==> src/rtl/cdma_wt_wgs_tracker_pkg.sv <==
// Shared definitions for the CDMA weight-group-status tracker.
//
// Holds the tracker state encoding and the layout of the 32-bit status
// word popped from the WGS fifo:
//   [14:0]  entry count of the group
//   [15]    last-in-layer flag
//   [31:16] group tag
// Small helpers extract each field so the field positions live in one place.
package cdma_wt_wgs_tracker_pkg;

  localparam int unsigned WordW = 32;  // status word width
  localparam int unsigned CntW  = 15;  // entry count / remaining width
  localparam int unsigned TagW  = 16;  // group tag width
  localparam int unsigned TotW  = 20;  // per-layer running total width

  localparam int unsigned CntLsb  = 0;
  localparam int unsigned LastBit = 15;
  localparam int unsigned TagLsb  = 16;

  typedef enum logic [1:0] {
    StIdle  = 2'd0,
    StTrack = 2'd1,
    StDone  = 2'd2
  } state_e;

  function automatic logic [CntW-1:0] word_cnt(input logic [WordW-1:0] word);
    return word[CntLsb +: CntW];
  endfunction

  function automatic logic word_last(input logic [WordW-1:0] word);
    return word[LastBit];
  endfunction

  function automatic logic [TagW-1:0] word_tag(input logic [WordW-1:0] word);
    return word[TagLsb +: TagW];
  endfunction

endpackage

==> src/rtl/cdma_wt_wgs_rel_acc.sv <==
// Saturating subtract for a weight-entry release.
//
// Given the entries still outstanding in the current group and the number
// released this cycle, produces the new outstanding count (floored at 0) and
// the amount actually consumed, i.e. min(rel_entries, remaining). The
// consumed amount is what feeds the per-layer total, so an over-release never
// inflates it past the size of the group.
//
// Ports:
//   remaining_i       entries of the group not yet released
//   rel_entries_i     entries released this cycle
//   remaining_next_o  remaining after the release, saturated at 0
//   consumed_o        entries actually retired from the group
module cdma_wt_wgs_rel_acc
  import cdma_wt_wgs_tracker_pkg::*;
(
  input  logic [CntW-1:0] remaining_i,
  input  logic [CntW-1:0] rel_entries_i,
  output logic [CntW-1:0] remaining_next_o,
  output logic [CntW-1:0] consumed_o
);

  always_comb begin
    remaining_next_o = '0;
    consumed_o       = remaining_i;
    if (rel_entries_i < remaining_i) begin
      remaining_next_o = remaining_i - rel_entries_i;
      consumed_o       = rel_entries_i;
    end
  end

endmodule

==> src/rtl/cdma_wt_wgs_tracker.sv <==
// CDMA weight-group-status tracker.
//
// Pops one status word per group from the WGS fifo, then counts CBUF weight
// entry releases against the group's entry count. When the group is fully
// released it spends one cycle in DONE, pulsing grp_done (and layer_done for
// the last group of a layer), and returns to IDLE to accept the next word.
// layer_total accumulates released entries across groups and clears after
// the DONE cycle of a last-in-layer group.
//
// Ports:
//   clk          single clock
//   reset_       asynchronous active-low reset
//   wgs_req      status word valid
//   wgs_data     status word: [14:0] count, [15] last, [31:16] tag
//   wgs_ready    registered; high only in IDLE, word taken on req && ready
//   rel_valid    entries released this cycle
//   rel_entries  number of entries released
//   remaining    entries of the current group not yet released
//   grp_done     one-cycle pulse, group fully released
//   grp_tag      tag of the current or last group
//   layer_done   pulse with grp_done for a last-in-layer group
//   layer_total  entries released since the last layer_done (mod 2^20)
//   err          sticky protocol error
//
// Build option: define CDMA_WT_WGS_TRACKER_ERR_CHK_EN to build the sticky
// error flag (release outside TRACK, or over-release). Undefined, err is 0.
module cdma_wt_wgs_tracker
  import cdma_wt_wgs_tracker_pkg::*;
(
  input  logic             clk,
  input  logic             reset_,
  input  logic             wgs_req,
  input  logic [WordW-1:0] wgs_data,
  output logic             wgs_ready,
  input  logic             rel_valid,
  input  logic [CntW-1:0]  rel_entries,
  output logic [CntW-1:0]  remaining,
  output logic             grp_done,
  output logic [TagW-1:0]  grp_tag,
  output logic             layer_done,
  output logic [TotW-1:0]  layer_total,
  output logic             err
);

  state_e            state_q, state_d;
  logic              wgs_ready_q, wgs_ready_d;
  logic [CntW-1:0]   remaining_q, remaining_d;
  logic              last_q, last_d;
  logic [TagW-1:0]   tag_q, tag_d;
  logic [TotW-1:0]   total_q, total_d;

  logic              accept;
  logic              rel_act;
  logic [CntW-1:0]   rem_next;
  logic [CntW-1:0]   consumed;
  logic [CntW-1:0]   acc_cnt;

  // wgs_ready_q gates accept, so a word is never taken in the cycle right
  // after reset even though the state is already IDLE.
  assign accept  = (state_q == StIdle) && wgs_ready_q && wgs_req;
  // A zero-entry release is a no-op, so it is filtered out here.
  assign rel_act = (state_q == StTrack) && rel_valid && (rel_entries != '0);
  assign acc_cnt = word_cnt(wgs_data);

  cdma_wt_wgs_rel_acc u_rel_acc (
    .remaining_i      (remaining_q),
    .rel_entries_i    (rel_entries),
    .remaining_next_o (rem_next),
    .consumed_o       (consumed)
  );

  always_comb begin
    state_d     = state_q;
    remaining_d = remaining_q;
    last_d      = last_q;
    tag_d       = tag_q;
    total_d     = total_q;

    case (state_q)
      StIdle: begin
        if (accept) begin
          remaining_d = acc_cnt;
          last_d      = word_last(wgs_data);
          tag_d       = word_tag(wgs_data);
          // An empty group has nothing to wait for and goes straight to DONE.
          state_d     = (acc_cnt != '0) ? StTrack : StDone;
        end
      end
      StTrack: begin
        if (rel_act) begin
          remaining_d = rem_next;
          total_d     = total_q + TotW'(consumed);
          if (rem_next == '0) begin
            state_d = StDone;
          end
        end
      end
      StDone: begin
        state_d = StIdle;
        if (last_q) begin
          total_d = '0;
        end
      end
      default: begin
        state_d = StIdle;
      end
    endcase

    wgs_ready_d = (state_d == StIdle);
  end

  always_ff @(posedge clk or negedge reset_) begin
    if (!reset_) begin
      state_q     <= StIdle;
      wgs_ready_q <= 1'b0;
      remaining_q <= '0;
      last_q      <= 1'b0;
      tag_q       <= '0;
      total_q     <= '0;
    end else begin
      state_q     <= state_d;
      wgs_ready_q <= wgs_ready_d;
      remaining_q <= remaining_d;
      last_q      <= last_d;
      tag_q       <= tag_d;
      total_q     <= total_d;
    end
  end

  assign wgs_ready   = wgs_ready_q;
  assign remaining   = remaining_q;
  assign grp_tag     = tag_q;
  assign layer_total = total_q;
  assign grp_done    = (state_q == StDone);
  assign layer_done  = (state_q == StDone) && last_q;

`ifdef CDMA_WT_WGS_TRACKER_ERR_CHK_EN
  logic err_q, err_d;

  always_comb begin
    err_d = err_q;
    if (rel_valid && (state_q != StTrack)) begin
      err_d = 1'b1;
    end
    if (rel_valid && (state_q == StTrack) && (rel_entries > remaining_q)) begin
      err_d = 1'b1;
    end
  end

  always_ff @(posedge clk or negedge reset_) begin
    if (!reset_) begin
      err_q <= 1'b0;
    end else begin
      err_q <= err_d;
    end
  end

  assign err = err_q;
`else
  assign err = 1'b0;
`endif

endmodule

==> config.mk <==
export PLATFORM = sky130hd
export DESIGN_NAME = cdma_wt_wgs_tracker
export DESIGN_NICKNAME = d
export VERILOG_FILES = /design/src/rtl/cdma_wt_wgs_tracker_pkg.sv /design/src/rtl/cdma_wt_wgs_rel_acc.sv /design/src/rtl/cdma_wt_wgs_tracker.sv
export SDC_FILE = /design/constraint.sdc
export NUM_CORES = 1
export LEC_CHECK = 0
export BUFFER_PORTS_ARGS = -buffer_cell sky130_fd_sc_hd__buf_4
export CAP_MARGIN = 25
export CORE_ASPECT_RATIO = 0.9
export CORE_UTILIZATION = 49
export CTS_CLUSTER_DIAMETER = 60
export DETAILED_ROUTE_END_ITERATION = 8
export GPL_TIMING_DRIVEN = 0
export PLACE_DENSITY = 0.78
export SETUP_SLACK_MARGIN = 0.4
export SLEW_MARGIN = 10
export SYNTH_ARGS = -nofsm -noshare
export SYNTH_HDL_FRONTEND = slang
export SYNTH_SLANG_ARGS = --single-unit
==> constraint.sdc <==
create_clock -name clk -period 4.2 [get_ports clk]
set_input_delay 0 -clock clk [delete_from_list [all_inputs] [get_ports clk]]
set_output_delay 0 -clock clk [all_outputs]
set_load 0.02 [all_outputs]
# Word-level counts from Yosys, hierarchy flattened
# Cells that the tools add are included.
# word_totals
ff_bits	55
latchBits	0
ram_bits	0
romBits	0
inputBits	51
out_inout_bits	55
elab_cells	42
n_memories	0
# classes
addsub	2
n_mul	0
n_div	0
magnitude_cmp	1
n_eq_ne	5
shift	0
mux	13
bitwise_logic	0
n_reduce_logical	15
# op_table
operator	count
$mux W15	4
$mux W20	2
$pmux W20 S2	1
$pmux W15 S2	1
$reduce_bool A15 Y1	2
$add A20 B15 Y20	1
$logic_not A15 Y1	1
$lt A15 B15 Y1	1
$sub A15 B15 Y15	1
$mux W2	4
$reduce_and A3 Y1	2
$logic_and A1 B1 Y1	5
$logic_not A2 Y1	2
$ne A2 B2 Y1 const B	2
$pmux W2 S2	1
$reduce_bool A2 Y1	2
$eq A2 B1 Y1 const B	1
$eq A2 B2 Y1 const B	1
$ne A2 B1 Y1 const B	1
$reduce_and A2 Y1	1

# Longest topological paths before layout
# logic_depth
word_depth	7
ltp_mapped	20
ltp_nobuf	19

# By module
# From an unflattened synthesis, not the netlist that was laid out.
# hier_totals
cells_unflattened	461
area_unflattened_um2	4229.1
# modules_own_cells
mod	instances	cells_each	area_each_um2	seq_area_each_um2
cdma_wt_wgs_tracker	1	309	3056.7	1376.3
cdma_wt_wgs_rel_acc	1	152	1172.4	0.0

# Least setup slack after synthesis
# Ideal clock, no wire load.
# synth_path
path_kind	reg-to-reg
start	register remaining_q[6], in the netlist remaining[6]
end	register total_q[17], in the netlist layer_total[17]
setup_time_ns	0.080
t_arrival_ns	4.747
t_required_ns	4.120
slack_ns	-0.627
stages_incl_launch_ff	19
path_buffers	1
period_less_slack_ns	4.827
path_cell_list	dfrtp_1 -> ha_1 -> a21o_1 -> o32ai_1 -> a21oi_1 -> a311o_1 -> o31ai_1 -> buf_2 -> nor2_1 -> a21o_1 -> ha_1 -> a21o_1 -> a21o_1 -> a2111oi_0 -> o2111ai_1 -> a311oi_1 -> nor3_1 -> nand3_1 -> mux2i_1
# synth_between
elab_chain_cells	5
# synth_rtl
item	line_no	text
start, declared	cdma_wt_wgs_tracker.sv:47	logic [CntW-1:0] remaining_q, remaining_d;
start signal, assigned	cdma_wt_wgs_tracker.sv:123	remaining_q <= remaining_d;
$lt A15 B15 Y1	cdma_wt_wgs_rel_acc.sv:26	if (rel_entries_i < remaining_i) begin
$mux W15 (*)	cdma_wt_wgs_rel_acc.sv:26	
$add A20 B15 Y20 (*)	cdma_wt_wgs_tracker.sv:92	total_d = total_q + TotW'(consumed);
$mux W20 (*)	cdma_wt_wgs_tracker.sv:90	if (rel_act) begin
$pmux W20 S2 (*)	cdma_wt_wgs_tracker.sv:79	case (state_q)
end signal, assigned	cdma_wt_wgs_tracker.sv:126	total_q <= total_d;
end, declared	cdma_wt_wgs_tracker.sv:50	logic [TotW-1:0] total_q, total_d;
# Mark *: on every way between the ends. The rest lies on a longest branch, timed or not. The select of a mux whose other input is x is not followed.
# A chain may end at the register's enable or synchronous reset.

# Worst setup path after layout
# Ends and elaborated chain as after synthesis.

==> key figures <==
Status
  – Status: finished with violations
  – Failing checks: setup timing

Synthesis
  – Mapped Avg Cell Area: 8.68 um^2
  – Fraction of the mapped netlist area in adder cells: 11.0%
  – Distinct cells, synth: 59
  – Post-synthesis compound-gate area fraction: 20.7%
  – Synth Area in XOR/XNOR: 5.91%
  – Post-synthesis instance total: 461
  – Post-synth EDFFs: 0
  – Post-Syn Area: 0.00400 mm^2
  – Post-synthesis sequential area ratio: 34.4%
  – FFs w/ async S/R, synth: 100%
  – Primary FF master, synth: dfrtp_1
  – Ys Warns: 0
  – #FFs+latches synth: 55
  – Top-area cell type share of the netlist area: 34.4%
  – Mux cell area share after synthesis: 5.03%
  – Mapped Nets: 546
  – Largest family of logic cells by synthesized area: compound AO/OA/AOI/OAI gates
  – Most area-consuming cells after synthesis: dfrtp_1, ha_1, mux2_2
  – Area leader, netlist: dfrtp_1
  – Simple-gate share of the synthesized area: 18.3%

Critical path
  – Setup crit end kind: flop
  – Required time of the worst setup path: 4.46 ns
  – Critical Path Source Type: flop
  – Worst EP arrival: 4.54 ns
  – Crit Reg-Reg Startpoint: remaining[6]
  – CP max stage cell: dfrtp_2
  – Most used cell, CP: a21o_1
  – Setup crit start: remaining[6]
  – Largest stage delay, worst path: 0.44 ns
  – Kind of critical path: flop to flop
  – CP Max Fanout: 4
  – Crit-path cells: ha_4, a21o_1, o32ai_2, a21oi_2, a311o_1, o31a_1, buf_8, nand2_1, o21ai_2, ha_2, buf_4, a21o_1, a21o_1, a2111oi_4, o2111ai_2, a311oi_2, nor3_2, nand3_1, mux2i_1

Global route
  – Grt ovf: 0
  – GRT Overall Usage: 30.3%
  – Vias in the first global route: 4163
  – Initial antenna violation count: 0
  – Pin count of the biggest net entering global routing: 56
  – Global-route wire length before repair: 20.5 mm

Timing
  – Final setup fails: 6
  – Normalized max-slew margin: 50.0%
  – Final WS setup: -0.0789 ns
  – RSZ-0062 raised after global routing: yes
  – Slew @ Worst Pin: 0.750 ns
  – Worst hold slack: 0.0346 ns
  – Setup Skew: 0.0104 ns
  – Final Critical Period: 4.28 ns
  – Final max-slew violation count: 0
  – Final Hold Fails: 0
  – Period utilization: 102%
  – Max Fclk: 0.234 GHz

Clock tree
  – Number of buffers created by CTS: 5
  – CTS sink count: 55
  – CTS tree: yes
  – H-tree depth: 2
  – Worst-path clk slew: 0.12 ns
  – Clk buf depth: 2
  – Clock Tree Root: clkbuf_8
  – Clock latency on the worst-skew pair: 0.33 ns

Routing
  – Via/cell ratio: 6.03
  – Metal3 WL: 1.21 mm
  – TritonRoute pass-1 iters: 5
  – Final wirelength: 13.8 mm
  – DRT iter0 DRCs: 437
  – Drc violations: 0
  – DR WL/cell: 18.6 um
  – Met2 routed WL: 6.55 mm
  – Vias: 4471
  – Wl on met1: 5.59 mm
  – Highest routed layer: met4
  – Post-DRT Antenna Nets: 0

Finish
  – Most frequent cells in the layout: buf_4, dfrtp_1, nand2_1
  – Share of layout cells above drive strength 1: 37.5%
  – Synthesis-to-finish area growth: 55.2%
  – # nets final: 729
  – Commonest non-fill, non-tap cell in the layout: buf_4
  – N_diodes: 0

Floorplan
  – Die Y: 87.7 um
  – Num rows: 30
  – Full die area: 0.00853 mm^2
  – Starting Density: 51.8%
  – Core box area: 0.00773 mm^2
  – IO Pins: 106
  – Die W: 97.3 um

Placed design
  – Port buffer count: 104
  – RePlAce Congestion: 0.927
  – Post-DP HPWL: 9.20 mm

Flow run
  – Max Cap Violations: 0

Hold path
  – Hold Crit Start: rel_valid
  – Worst hold path type: input pin to flop
==> cells by family after synthesis <==
group / Yosys count
and+or+nand+nor: 153
AOI/OAI and AO/OA: 128
DFF: 55
buffers and inverters: 45
adders and majority gates: 34
xor gates and xnor gates: 27
muxes: 18
other: 1
==> final timing paths <==
| kind | endpoint | slack [ns] | cells after the start |
|---|---|---|---|
| hold reg to reg | grp_tag[8] | 0.53 | 1 |
| hold / removal | layer_total[12] | 0.03 | 3 |
| min in group asynchronous | layer_total[4] | 0.21 | 2 |
| setup / recovery | layer_total[17] | -0.08 | 19 |
| setup reg to reg | layer_total[17] | -0.08 | 19 |
| max in group asynchronous | remaining[1] | 3.43 | 2 |
==> synthesized netlist by cell type, types with 4 or more instances <==
cell      number
inv_1         26
o21a_1         4
nor2_1        36
nor2b_1        5
a21oi_1       25
and3_1         5
nand4_1        6
nand2b_1       4
nand3_1       27
mux2_2        17
o21ai_1        6
o31ai_1        5
clkbuf_1      11
xor2_1        12
o21ai_0       29
nor4_1         6
ha_1          32
nand2_1       44
nor3_1        10
xnor2_1       15
dfrtp_1       55
a21o_1        17
a31oi_1       16
==> area by class of cell <==
class	count	area [um^2]
Timing Repair Buffer	176	1440
Clock buffer	5	68.8
Buffer	18	131
Multi-Input combinational cell	361	2940
Inverter	27	101
Sequential cell	55	1380
Fill cell	486	1520
Tap cell	96	120
Clock inverter	3	31.3
==> sequential cells by signal (all words and copies together) (netlist names) <==
register     count
wgs_ready        1
remaining       15
layer_total     20
state_q          2
grp_tag         16
last_q           1
==> routing by layer <==
layer | vias to the layer above | track usage, %
met4 | 0 | 12.4
li1 | 2039 | -
met3 | 42 | 5.59
met5 | - | 0
met1 | 2140 | 39.6
met2 | 250 | 50.4
==> what timing repair did <==
item,in CTS,in global routing
hold endpoints to repair,85,0
endpoints found under the setup margin,14,15
hold buffers,31,0
gates resized for setup,40,49
buffers inserted,27,13
pin swaps,30,38
==> stage by stage <==
step / std cells / utilization (%) / instance area, um^2 / setup TNS, ns / worst slack [ns]
global route: 741 / 80.3 / 6210 / -1.19 / -0.205
CTS: 727 / 75.5 / 5840 / -0.393 / -0.126
floorplan: 461 / - / 4160 / 0 / 0.114
detailed placement: 661 / 65.4 / 5060 / -1.70 / -0.363
global placement: 661 / 65.4 / 5060 / -1.24 / -0.306
finish: 741 / 80.3 / 6210 / -0.262 / -0.0789
==> worst max-delay path, delay by kind of cell, from the launching register on <==
family | cells | cell delay (ns)
compound gates | 11 | 2.66
flops | 1 | 0.44
buf+inv | 2 | 0.27
mux | 1 | 0.18
simple gates | 3 | 0.25
fa+ha+maj | 2 | 0.40
Power is not shown: default switching activity piles up to over one toggle a cycle in this logic, so the estimate is an artifact.
